**src/rtl/alu_arbiter.sv**
```systemverilog
// -----------------------------------------------------------------------------
// alu_arbiter
//
// Purpose:
//   Lets two requesters share one external combinational ALU. A three-state
//   FSM (IDLE -> EXEC -> RESP) grants one request, registers its operands
//   toward the ALU, captures the ALU result one cycle later, and then holds
//   the response until the consumer accepts it. The block performs no
//   arithmetic of its own; results pass through unmodified.
//
// Configuration:
//   ALU_ARB_RR_EN  defined   -> round-robin arbitration with a 1-bit pointer
//                  undefined -> fixed priority, requester 0 always wins
//
// Ports:
//   clk, rst            clock, synchronous active-high reset
//   req0/req1           operation requests, held until granted
//   a0,b0,ctl0          requester 0 operands and ALU control code
//   a1,b1,ctl1          requester 1 operands and ALU control code
//   gnt0/gnt1           combinational one-cycle acceptance pulses
//   alu_a,alu_b,alu_ctl registered operands/control to the shared ALU
//   alu_result,alu_zero combinational result and zero flag from the ALU
//   rsp_valid,rsp_id    response available / owning requester
//   rsp_result,rsp_zero captured ALU result and zero flag
//   rsp_ready           consumer accepts the response with rsp_valid
//   busy                high whenever the FSM is not IDLE
// -----------------------------------------------------------------------------
module alu_arbiter #(
  parameter int WIDTH = 32,
  parameter int CTLW  = 4
) (
  input  logic             clk,
  input  logic             rst,
  input  logic             req0,
  input  logic             req1,
  input  logic [WIDTH-1:0] a0,
  input  logic [WIDTH-1:0] b0,
  input  logic [WIDTH-1:0] a1,
  input  logic [WIDTH-1:0] b1,
  input  logic [CTLW-1:0]  ctl0,
  input  logic [CTLW-1:0]  ctl1,
  output logic             gnt0,
  output logic             gnt1,
  output logic [WIDTH-1:0] alu_a,
  output logic [WIDTH-1:0] alu_b,
  output logic [CTLW-1:0]  alu_ctl,
  input  logic [WIDTH-1:0] alu_result,
  input  logic             alu_zero,
  output logic             rsp_valid,
  output logic             rsp_id,
  output logic [WIDTH-1:0] rsp_result,
  output logic             rsp_zero,
  input  logic             rsp_ready,
  output logic             busy
);

  typedef enum logic [1:0] {
    IDLE = 2'd0,
    EXEC = 2'd1,
    RESP = 2'd2
  } state_t;

  state_t state_q, state_d;

  logic pick0;
  logic pick1;
  logic grantEn;
  logic grantAny;

  logic [WIDTH-1:0] aluA_q, aluB_q;
  logic [CTLW-1:0]  aluCtl_q;
  logic             rspId_q;
  logic [WIDTH-1:0] rspResult_q;
  logic             rspZero_q;

`ifdef ALU_ARB_RR_EN
  // Round-robin winner selection. prio_q names the requester that is
  // favoured on the next tie; it is the complement of the last granted
  // requester, so reset (prio_q = 0) favours requester 0 and every tie
  // afterwards alternates.
  logic prio_q, prio_d;

  always_comb begin
    pick0 = req0 & (~req1 | ~prio_q);
    pick1 = req1 & (~req0 |  prio_q);
  end

  // After any grant the other requester becomes favoured.
  always_comb begin
    prio_d = prio_q;
    if (grantAny) begin
      prio_d = gnt0;
    end
  end

  always_ff @(posedge clk) begin
    if (rst) begin
      prio_q <= 1'b0;
    end else begin
      prio_q <= prio_d;
    end
  end
`else
  // Fixed priority: requester 0 always beats requester 1, so no pointer
  // state is kept at all.
  always_comb begin
    pick0 = req0;
    pick1 = ~req0 & req1;
  end
`endif

  // Grants may only be issued from IDLE and never while reset is applied;
  // the pick signals are already mutually exclusive, so at most one gnt
  // can be high.
  always_comb begin
    grantEn  = (state_q == IDLE) && !rst;
    gnt0     = grantEn & pick0;
    gnt1     = grantEn & pick1;
    grantAny = gnt0 | gnt1;
  end

  // Next-state logic. A granted request moves to EXEC, EXEC always lasts
  // exactly one cycle while the ALU settles on the registered operands, and
  // RESP waits for the consumer handshake.
  always_comb begin
    state_d = state_q;
    unique case (state_q)
      IDLE: begin
        if (grantAny) begin
          state_d = EXEC;
        end
      end
      EXEC: begin
        state_d = RESP;
      end
      RESP: begin
        if (rsp_ready) begin
          state_d = IDLE;
        end
      end
      default: begin
        state_d = IDLE;
      end
    endcase
  end

  always_ff @(posedge clk) begin
    if (rst) begin
      state_q <= IDLE;
    end else begin
      state_q <= state_d;
    end
  end

  // Datapath capture. Operands and owner id are loaded on the grant edge;
  // the ALU result is sampled at the end of EXEC, when it reflects the
  // registered operands. Reset wipes any in-flight or pending response.
  always_ff @(posedge clk) begin
    if (rst) begin
      aluA_q      <= '0;
      aluB_q      <= '0;
      aluCtl_q    <= '0;
      rspId_q     <= 1'b0;
      rspResult_q <= '0;
      rspZero_q   <= 1'b0;
    end else begin
      if (grantAny) begin
        aluA_q   <= gnt1 ? a1 : a0;
        aluB_q   <= gnt1 ? b1 : b0;
        aluCtl_q <= gnt1 ? ctl1 : ctl0;
        rspId_q  <= gnt1;
      end
      if (state_q == EXEC) begin
        rspResult_q <= alu_result;
        rspZero_q   <= alu_zero;
      end
    end
  end

  // Output mapping; response valid and busy come straight from the state.
  always_comb begin
    alu_a      = aluA_q;
    alu_b      = aluB_q;
    alu_ctl    = aluCtl_q;
    rsp_id     = rspId_q;
    rsp_result = rspResult_q;
    rsp_zero   = rspZero_q;
    rsp_valid  = (state_q == RESP);
    busy       = (state_q != IDLE);
  end

endmodule

```
**config.mk**
```make
export PLATFORM = sky130hd
export DESIGN_NAME = alu_arbiter
export DESIGN_NICKNAME = d
export VERILOG_FILES = /design/src/rtl/alu_arbiter.sv
export SDC_FILE = /design/constraint.sdc
export NUM_CORES = 1
export LEC_CHECK = 0
export BUFFER_PORTS_ARGS = -buffer_cell sky130_fd_sc_hd__buf_4
export CAP_MARGIN = 20
export CORE_AREA = 2 2 107 109
export CTS_CLUSTER_DIAMETER = 200
export DETAILED_ROUTE_END_ITERATION = 7
export DIE_AREA = 0 0 109 111
export HOLD_SLACK_MARGIN = 0.03
export PLACE_DENSITY = 0.84
export RECOVER_POWER = 50
export REMOVE_ABC_BUFFERS = 1
export SLEW_MARGIN = 20
export SYNTH_ARGS = -nofsm -noshare
export SYNTH_HDL_FRONTEND = slang
export SYNTH_SLANG_ARGS = --single-unit
export TNS_END_PERCENT = 10
```
**constraint.sdc**
```tcl
create_clock -name clk -period 1.3 [get_ports clk]
set_input_delay 0.065 -clock clk [delete_from_list [all_inputs] [get_ports clk]]
set_output_delay 0.065 -clock clk [all_outputs]
set_load 0.01 [all_outputs]
```
==> results by group, run 1 <==
Timing
  – Max-Slew Margin vs Limit: 0.613
  – Unrepaired setup endpoints after global routing: yes
  – Skew final: around 7.6 ps
  – Fraction of the cycle the final worst path needs: 1.06
  – Total count of hold-check failures in the final report: 0
  – Setup slack after layout: -80.3 ps
  – Worst hold slack after final layout: around 58 ps
  – Slew @ Worst Pin: between 500 and 600 ps
  – Total of endpoints with negative setup slack in the final report: 19
  – Peak Freq: 724 MHz
  – Aggregate negative setup slack: -428 ps
  – Final period demand of the worst path: approximately 1400 ps
  – Pins Over Slew Limit: 0

CTS
  – H-tree depth: 3
  – Clk pin slew, worst setup/hold paths: 70 ps
  – Clock network latency to the later pin of the worst-skew pair: around 340 ps
  – Clock sink total: between 100 and 150
  – Number of buffers inserted during clock tree synthesis: 9
  – Root buffer cell: clkbuf_16
  – Maximum count of clock buffers along a single path: 2
  – TritonCTS clock tree: done

Layout
  – Final standard cell area without fillers: between 0.007 and 0.008 sq mm
  – Net count of the finished layout: between 900 and 1000
  – Layout cells sized above 1: 0.375
  – Utilization of the core after routing: 0.642
  – Synth-to-Final Area Change: 62.3%
  – Total inserted antenna cells: 0

GRT
  – Antenna violations before repair: 0
  – Via count of the first global-routing pass: 5099
  – Pin count of the biggest net entering global routing: 52
  – Total gr overflow: 0
  – Wire length of the first global-routing pass: approximately 25000 microns
  – Overall Global Routing Usage: 0.259

Place
  – Post-placement cell area: between 0.006 and 0.007 sq mm
  – Last weighted congestion value of the routability-driven placer: 0.821
  – HPWL after DPL: ~11000 microns
  – Worst setup slack after placement: -36.2 ps
  – Number of input and output port buffers inserted: approximately 280

Synth
  – Area share of the leading cell type in the synthesized netlist: 0.475
  – Netlist cell types: 23
  – Post-synthesis sequential area ratio: 0.475
  – Mapped Area: 0.00438 sq mm
  – Warnings, synthesis: 0
  – Synth area leader: dfxtp_1
  – Post-synthesis cell count: ~470
  – Flops & latches, synth: 104
  – Cell types with the largest area share after synthesis: dfxtp_1 (48%), a221oi_2 (9.9%), o22ai_1 (8.4%), a221oi_1 (7.8%), inv_1 (5.9%)
  – Avg Cell Area, Syn: 9.24 sq um

Route
  – Detailed-route vias per instance: around 5.4
  – DRT antenna net count: 0
  – Routed wire length: about 16000 microns
  – Remaining routing DRC violations: 0
  – Wirelength per Cell: approximately 18 microns
  – DRC violation total after the first TritonRoute iteration: 311
  – Count of vias placed by the detailed router: 4991
  – First-pass iteration count of the detailed router: 7

Floorplanning
  – I/O pin count: between 200 and 300
  – Overall die height: ~110 microns
  – FP Rows: 39
  – Total core area: roughly 0.011 sq mm
  – Initial core utilization: 0.395
  – Die Area: 0.0121 sq mm
  – Horizontal extent of the die: between 100 and 150 microns

Worst setup path
  – Setup crit start kind: flip-flop
  – Crit path capture type: output port
  – Critical path data required time: about 1200 ps
  – Top fanout value on the critical path: 3
  – Data arrival time of the critical path: between 1000 and 1500 ps
  – Crit Path Category: reg2out

Status
  – Violations in the final reports: negative setup slack
  – Status: finished, violations left

Power and ir drop
  – Reported leakage power: 3.05 nW
  – Total power divided by cell area: about 1300 mW/mm^2
  – Worst voltage drop across the vdd grid: ~0.8 mV

Min path
  – Hold Path Class: in2reg

Job
  – Number of violations of the max-capacitance limit: 0
sequential cells by signal (all words and copies together), names as in the netlist:
| name | cells |
|---|---|
| alu_ctl | 4 |
| rsp_result | 32 |
| rsp_id | 1 |
| state_q | 2 |
| alu_a | 32 |
| rsp_zero | 1 |
| alu_b | 32 |
layer usage:
| metal | track usage | vias to the layer above | share of wire |
|---|---|---|---|
| li1 | - | 2289 | - |
| met2 | 0.461 | 291 | 0.51 |
| met5 | 0 | - | 0 |
| met4 | 0.116 | 0 | 0.032 |
| met1 | 0.282 | 2372 | 0.36 |
| met3 | 0.0670 | 39 | 0.096 |
per-stage QoR:
| stage | instances | power [mW] |
|---|---|---|
| 3_3_place_gp | 862 | 5.99 |
| 6_report | 916 | 8.95 |
| 3_5_place_dp | 862 | 6.08 |
| 2_1_floorplan | 425 | 4.71 |
| 5_1_grt | 916 | 9.31 |
| 4_1_cts | 916 | 9.12 |
cell usage after synthesis:
cell type and count:
nor2b_1 2, buf_4 7, o21ai_2 1, clkbuf_1 18, buf_6 3, inv_1 69
or3_1 1, a21oi_1 35, nand2_1 66, dfxtp_1 104, a221oi_2 29, nor2_1 4
inv_2 1, a221oi_1 39, o22ai_1 59, nor3_2 1, buf_2 19, buf_8 1
a211oi_1 1, nand2b_1 3, nor2_2 1, buf_1 1, o22ai_2 9
repair_timing:
item | 4_1_cts | 5_1_grt
gates resized for setup | 6 | 3
setup buffers | 2 | 0
endpoints found under the hold margin | 36 | 0
pin swaps | 10 | 17
hold buffers | 36 | 0
endpoints found under the setup margin | 21 | 67
final timing paths:
| check | start | end | slack (ps) | depth (start not counted) |
|---|---|---|---|---|
| max | state_q[1] | gnt0 | -80 | 3 |
| min | a1[10] | alu_a[10] | 60 | 3 |
| max reg2reg | state_q[1] | alu_ctl[2] | -40 | 4 |
| min reg2reg | rsp_result[31] | rsp_result[31] | 460 | 2 |
power by group:
part	switching [mW]	total, mW	internal (mW)
Combinational	1.15	2.26	1.11
Sequential	0.186	3.71	3.52
Clock	1.18	2.98	1.80
Total	2.52	8.95	6.43
worst max-delay path, stage by stage (launching register included):
cell     delay (ps)
dfxtp_4         350
or3_4           400
nor2_2          110
buf_6           110
area by class of cell:
type	instances	area, sq um
Sequential cell	104	2090
Tap cell	143	179
Clock inverter	4	76.3
Inverter	70	263
Timing Repair Buffer	332	2440
Clock buffer	12	256
Multi-Input combinational cell	251	1800
Fill cell	886	3970
cell families after synthesis:
family | share of synthesized area
DFF | 0.475
buffers and inverters | 0.121
and+or+nand+nor | 0.0723
AOI/OAI and AO/OA | 0.331
layout by cell type (no fill, tap or decap), types with 2 or more instances in the layout:
cell type      instances
clkbuf_8               2
nor2_1                 2
dfxtp_4                2
inv_1                 69
nand2b_1               2
a221oi_1              39
a221oi_2              29
buf_4                214
a21oi_1               34
clkbuf_1              72
dlygate4sd3_1         36
dfxtp_1              102
clkbuf_16              9
nand2_1               66
nor2_2                 3
buf_12                10
o22ai_1               59
o22ai_2                9
bufinv_16              2
Note: power is estimated with default switching activity, not from simulation.
==> run 2, diff against run 1 <==
--- a/config.mk
+++ b/config.mk
@@ -5,14 +5,14 @@
 export SDC_FILE = /design/constraint.sdc
 export NUM_CORES = 1
 export LEC_CHECK = 0
+export ABC_AREA = 1
 export BUFFER_PORTS_ARGS = -buffer_cell sky130_fd_sc_hd__buf_4
 export CAP_MARGIN = 20
-export CORE_AREA = 2 2 107 109
+export CORE_UTILIZATION = 45
 export CTS_CLUSTER_DIAMETER = 200
 export DETAILED_ROUTE_END_ITERATION = 7
-export DIE_AREA = 0 0 109 111
 export HOLD_SLACK_MARGIN = 0.03
-export PLACE_DENSITY = 0.84
+export PLACE_DENSITY = 0.89
 export RECOVER_POWER = 50
 export REMOVE_ABC_BUFFERS = 1
 export SLEW_MARGIN = 20
==> run 2 against run 1 <==
Effect of this change:
- the flow still finishes with violations (negative setup slack)
- die area is 2.1% lower
- sequential share of layout area is 6.5 points lower
- maximum frequency decreased by 15%
- setup slack worse by 240 ps
- global-route usage grew 8.6 points
- wire length grew 60%
- final cell count grew 47%
- sequential power is essentially flat
- power is 6.1% higher
- critical path depth is 7 higher
- first-iteration DRC count rose by 140%
- critical path type is now reg2reg
- largest power group unchanged
==> results by group, run 2 <==
Status
  – Status: finished, violations left
  – Violations in the final reports: negative setup slack

Timing
  – Fraction of the cycle the final worst path needs: 1.24
  – Pins Over Slew Limit: 0
  – Aggregate negative setup slack: -16030 ps
  – Peak Freq: 619 MHz
  – Total count of hold-check failures in the final report: 0
  – Unrepaired setup endpoints after global routing: yes
  – Skew final: 5.96 ps
  – Final period demand of the worst path: roughly 1600 ps
  – Total of endpoints with negative setup slack in the final report: 80
  – Max-Slew Margin vs Limit: 0.662
  – Setup slack after layout: -317 ps
  – Slew @ Worst Pin: about 500 ps

Worst setup path
  – Crit path capture type: flip-flop
  – Data arrival time of the critical path: 1860 ps
  – Setup crit start kind: flip-flop
  – Top fanout value on the critical path: 5
  – Crit Path Category: reg2reg
  – Critical path data required time: approximately 1500 ps

Synth
  – Simple-gate share of the synthesized area: 0.455
  – Synth area leader: dfxtp_1
  – Area share of the leading cell type in the synthesized netlist: 0.405
  – Cell types with the largest area share after synthesis: dfxtp_1 (41%), nor2_1 (20%), nand2_1 (15%), nand3b_1 (9.9%), inv_1 (5.4%)
  – Xor/xnor cell area share of the yosys netlist: 0
  – Netlist cell types: 17
  – Primary FF master, synth: dfxtp_1
  – Post-synth top cells: nor2_1 (272), nand2_1 (208), dfxtp_1 (104)
  – Post-synthesis cell count: 821
  – Compound-cell area share of the yosys netlist: 0.0348
  – Fraction of synthesized area in multiplexers: 0
  – Mapped Area: around 0.0051 sq mm
  – Proportion of register bits with asynchronous set or reset after synthesis: 0
  – Adder and majority cell fraction of the synthesized area: 0
  – Post-synthesis sequential area ratio: 0.405
  – Most instantiated library cell after synthesis: nor2_1
  – Post-synth EDFFs: 0
  – Warnings, synthesis: 0
  – Flops & latches, synth: roughly 100
  – Avg Cell Area, Syn: roughly 6.3 sq um
  – Combinational family with the most area after synthesis: simple AND/OR/NAND/NOR gates

CTS
  – Clock network latency to the later pin of the worst-skew pair: around 350 ps
  – TritonCTS clock tree: done
  – Clock sink total: between 100 and 150
  – Maximum count of clock buffers along a single path: 2
  – Clk pin slew, worst setup/hold paths: ~80 ps
  – H-tree depth: 3
  – Number of buffers inserted during clock tree synthesis: 9
  – Root buffer cell: clkbuf_16

Min path
  – Hold Path Class: in2reg

Floorplanning
  – Total core area: roughly 0.011 sq mm
  – FP Rows: 38
  – I/O pin count: 280
  – Initial core utilization: 0.468
  – Horizontal extent of the die: around 110 microns
  – Die Area: 0.0119 sq mm
  – Overall die height: roughly 110 microns

Place
  – HPWL after DPL: approximately 11000 microns
  – Last weighted congestion value of the routability-driven placer: 0.784
  – Number of input and output port buffers inserted: about 280
  – Number of placed cells counting well taps: ~1200

Power and ir drop
  – Reported leakage power: between 4 and 5 nW
  – Worst voltage drop across the vdd grid: 1.02 mV
  – Total power divided by cell area: around 1000 mW/mm^2

Layout
  – Fill cell total of the finished layout: 628
  – Net count of the finished layout: approximately 1400
  – Most frequent cells in the layout: nor2_1 (250), buf_4 (219), nand2_1 (199), dfxtp_1 (102), dlygate4sd3_1 (91)
  – Post-route insts no fill: approximately 1300
  – Most frequent standard cell in the layout excluding fill and tap cells: nor2_1
  – Layout cells sized above 1: 0.266
  – Synth-to-Final Area Change: 76.9%

Route
  – DRC violation total after the first TritonRoute iteration: 745
  – Detailed-route vias per instance: approximately 5.4
  – Count of vias placed by the detailed router: just over 7000
  – Routed wire length: approximately 26000 microns
  – First-pass iteration count of the detailed router: 5
  – DRT antenna net count: 0
  – Wirelength per Cell: around 19 microns
  – Remaining routing DRC violations: 0

GRT
  – Wire length of the first global-routing pass: between 30000 and 40000 microns
  – Pin count of the biggest net entering global routing: 83
  – Via count of the first global-routing pass: about 6400
  – Overall Global Routing Usage: 0.345
  – Total gr overflow: 0
  – Antenna violations before repair: 1

Job
  – Number of violations of the max-capacitance limit: 0
==> run 2: changes by cell type in the layout (fill, tap and decap cells not counted), moves of 27 or more <==
cell	delta
nor2_1	+248
nand2_1	+133
nand3b_1	+68
o22ai_1	-59
dlygate4sd3_1	+55
a221oi_1	-39
a21oi_1	-33
a221oi_2	-29
o21ai_0	+27
==> run 2: cell type report <==
cell class                 count  area (sq um)  area share
antenna                        1          2.50    0.000275
clock buffer                   9           225      0.0248
clock inverter                 6          70.1     0.00771
inverter                      77           303      0.0333
multi-input combinational    587          2670       0.293
sequential                   104          2080       0.229
tap                          140           175      0.0193
timing repair buffer         419          3560       0.392
==> run 2: path summary, 6_finish.rpt <==
check                startpoint       endpoint  slack [ps]  cells after the start
setup / recovery     state_q[1]      alu_b[19]        -320                     10
setup reg to reg     state_q[1]      alu_b[19]        -320                     10
hold reg to reg   rsp_result[7]  rsp_result[7]         500                      2
hold / removal           b0[14]      alu_b[14]          30                      5
==> run 2: worst max-delay path, cell delays in order (launching register included) <==
cell	delay, ps
dfxtp_2	350
nor2_4	150
buf_6	140
nand3_4	100
buf_6	170
buf_4	140
clkbuf_16	140
nand2_1	60
nand2_1	60
nor2_1	120
nor2_1	80
==> run 2: power breakdown <==
group	total (mW)	leakage [nW]	switching, mW	internal, mW
Clock	2.80	0.134	1.30	1.50
Combinational	2.99	3.78	1.55	1.44
Sequential	3.70	0.858	0.196	3.51
Total	9.49	4.77	3.05	6.44
==> run 2: logic make-up after synthesis <==
kind of cell | count (synthesis)
AO/OA/AOI/OAI | 35
buffers and inverters | 130
flip-flops | 104
AND/OR/NAND/NOR | 552
==> run 2: layer usage <==
layer / wire [microns] / global-route usage
met5: 0 / 0
met4: 1590 / 0.211
met3: 3140 / 0.132
met2: 12300 / 0.612
met1: 8580 / 0.337
==> run 2: what timing repair did <==
| action | 4_1_cts | 5_1_grt |
|---|---|---|
| setup buffers | 8 | 8 |
| endpoints found under the hold margin | 90 | 0 |
| gates cloned | 3 | 13 |
| resized for setup | 30 | 60 |
| pin swaps | 2 | 22 |
| hold buffers | 91 | 0 |
| endpoints found under the setup margin | 70 | 90 |
==> run 2: per-stage QoR <==
step / worst slack, ps / util / cell area (sq um) / hold WS, ps / power, mW
after global placement: -61.0 / 0.672 / 7380 / 250 / 5.99
final: -317 / 0.828 / 9090 / 28.9 / 9.49
after detailed placement: -116 / 0.672 / 7380 / 249 / 6.05
after CTS: -154 / 0.805 / 8840 / 32.6 / 9.12
after global routing: -458 / 0.828 / 9090 / 51.5 / 9.81
after floorplan: -2630 / - / 4890 / 134 / 4.84
==> run 3, diff against run 2 <==
--- a/config.mk
+++ b/config.mk
@@ -8,6 +8,7 @@
 export ABC_AREA = 1
 export BUFFER_PORTS_ARGS = -buffer_cell sky130_fd_sc_hd__buf_4
 export CAP_MARGIN = 20
+export CORE_ASPECT_RATIO = 0.6
 export CORE_UTILIZATION = 45
 export CTS_CLUSTER_DIAMETER = 200
 export DETAILED_ROUTE_END_ITERATION = 7
==> run 3 against run 2 <==
Effect of this change:
- utilization fell by 3.0 points
- final cell count shrank 2.4%
- combinational power is 13% lower
- worst hold slack worse by 7.1 ps
- the flow still finishes with violations (negative setup slack)
- first-iteration DRC count is 52% lower
- sequential share of layout area up 1.2 points
- setup slack better by 130 ps
- register-to-register slack better by 130 ps
- clock power rose by 6%
==> results by group, run 3 (synthesized netlist as in run 2, its figures left out) <==
Place
  – HPWL after DPL: about 11000 microns
  – Number of input and output port buffers inserted: 279
  – Last weighted congestion value of the routability-driven placer: roughly 0.8
  – Post-placement cell area: 0.00743 sq mm

GRT
  – Via count of the first global-routing pass: between 6000 and 7000
  – Total gr overflow: 0
  – Overall Global Routing Usage: 0.304
  – Antenna violations before repair: 0
  – Wire length of the first global-routing pass: 29000 microns
  – Pin count of the biggest net entering global routing: slightly below 60

Timing
  – Final period demand of the worst path: between 1000 and 1500 ps
  – Max-Slew Margin vs Limit: 0.636
  – Skew final: 7.33 ps
  – Setup slack after layout: -188 ps
  – Peak Freq: roughly 670 MHz
  – Pins Over Slew Limit: 0
  – Worst hold slack after final layout: between 20 and 25 ps
  – Slew @ Worst Pin: 546 ps
  – Total of endpoints with negative setup slack in the final report: 70
  – Unrepaired setup endpoints after global routing: yes
  – Total count of hold-check failures in the final report: 0
  – Aggregate negative setup slack: -7220 ps
  – Fraction of the cycle the final worst path needs: 1.14

Worst setup path
  – Cells along the critical path: nor2_4, nand3_4, buf_4, clkbuf_16, nor2_1, nor2_1, nor2_1
  – Critical path data required time: around 1600 ps
  – Crit path capture type: flip-flop
  – Stage delay of the slowest cell on the critical path: between 300 and 400 ps
  – Cell with the most instances on the worst path: nor2_1
  – Top fanout value on the critical path: 28
  – Data arrival time of the critical path: between 1500 and 2000 ps
  – Start point of the critical path: state_q[1]
  – Top delay family on crit path: simple AND/OR/NAND/NOR gates
  – Crit Path Category: reg2reg
  – Cell type of the slowest stage on the worst timing path: dfxtp_2
  – WP buf/inv: 2
  – Reg-to-reg startpoint: state_q[1]
  – Setup crit start kind: flip-flop

Route
  – DRT antenna net count: 0
  – Wirelength per Cell: around 15 microns
  – Count of vias placed by the detailed router: about 6500
  – Detailed-route vias per instance: 4.95
  – Remaining routing DRC violations: 0
  – Routed wire length: between 15000 and 20000 microns
  – DRC violation total after the first TritonRoute iteration: 356
  – First-pass iteration count of the detailed router: 5

Layout
  – Most frequent standard cell in the layout excluding fill and tap cells: nor2_1
  – Utilization of the core after routing: 0.797
  – Total inserted antenna cells: 0
  – Layout cells sized above 1: 0.245
  – Synth-to-Final Area Change: 68.4%
  – Final standard cell area without fillers: just under 0.009 sq mm
  – Most frequent cells in the layout: nor2_1 (258), buf_4 (216), nand2_1 (204), dfxtp_1 (102), dlygate4sd3_1 (75)
  – Net count of the finished layout: roughly 1300

Status
  – Status: finished, violations left
  – Violations in the final reports: negative setup slack

CTS
  – Number of buffers inserted during clock tree synthesis: 9
  – Clk pin slew, worst setup/hold paths: approximately 70 ps
  – TritonCTS clock tree: done
  – Clock network latency to the later pin of the worst-skew pair: roughly 340 ps
  – Clock sink total: around 100
  – H-tree depth: 3
  – Root buffer cell: clkbuf_16
  – Maximum count of clock buffers along a single path: 2

Floorplanning
  – FP Rows: 29
  – Total core area: 0.0108 sq mm
  – Die Area: approximately 0.012 sq mm
  – Initial core utilization: 0.474
  – I/O pin count: 280
  – Overall die height: 84.8 microns
  – Horizontal extent of the die: roughly 140 microns

Power and ir drop
  – Reported leakage power: 4.59 nW
  – Total Power: around 9.3 mW
  – Worst voltage drop across the vdd grid: around 0.74 mV
  – Total power divided by cell area: roughly 1100 mW/mm^2

Job
  – Number of violations of the max-capacitance limit: 0

Min path
  – Hold Startpoint: alu_result[13]
  – Hold Path Class: in2reg
run 3: final cells by class:
cell class / count / area (sq um)
multi-input combinational: 587 / 2600
timing repair buffer: 388 / 3170
fill: 775 / 2200
clock buffer: 9 / 225
sequential: 104 / 2080
inverter: 77 / 294
clock inverter: 7 / 100
tap: 139 / 174
run 3: worst register-to-register path: stages (launching register included):
cell	delay, ps
dfxtp_2	340
nor2_4	160
nand3_4	200
buf_4	210
clkbuf_16	190
nor2_1	160
nor2_1	70
nor2_1	90
run 3: report_power, final:
part | internal (mW) | switching [mW]
logic | 1.32 | 1.30
clock network | 1.71 | 1.26
registers | 3.51 | 0.164
run 3: final timing paths:
check / cells past startpoint / slack, ps / to
worst max-delay path: 7 / -190 / alu_b[10]
worst min-delay path: 3 / 20 / rsp_result[13]
worst max register to register: 7 / -190 / alu_b[10]
worst min register to register: 2 / 490 / rsp_result[7]
run 3: repair_timing:
item,in CTS,in global routing
endpoints found under the setup margin,70,70
pin swaps,2,12
resized for setup,17,29
hold endpoints to repair,74,0
hold buffers,75,0
cloned,2,5
buffers inserted,7,2
run 3: per-stage QoR:
stage                     setup WS, ps  instances
after global routing              -252       1311
after floorplan                  -2630        768
final                             -188       1311
after detailed placement          -166       1205
after CTS                         -106       1304
after global placement            -112       1205
run 3: metal layers:
metal  GRT usage  vias to the layer above  part of all wire
li1            -                     3152                 -
met1       0.340                     2946              0.38
met2       0.561                      326              0.50
met3      0.0782                       68             0.084
met4       0.111                        0             0.036
met5           0                        -                 0
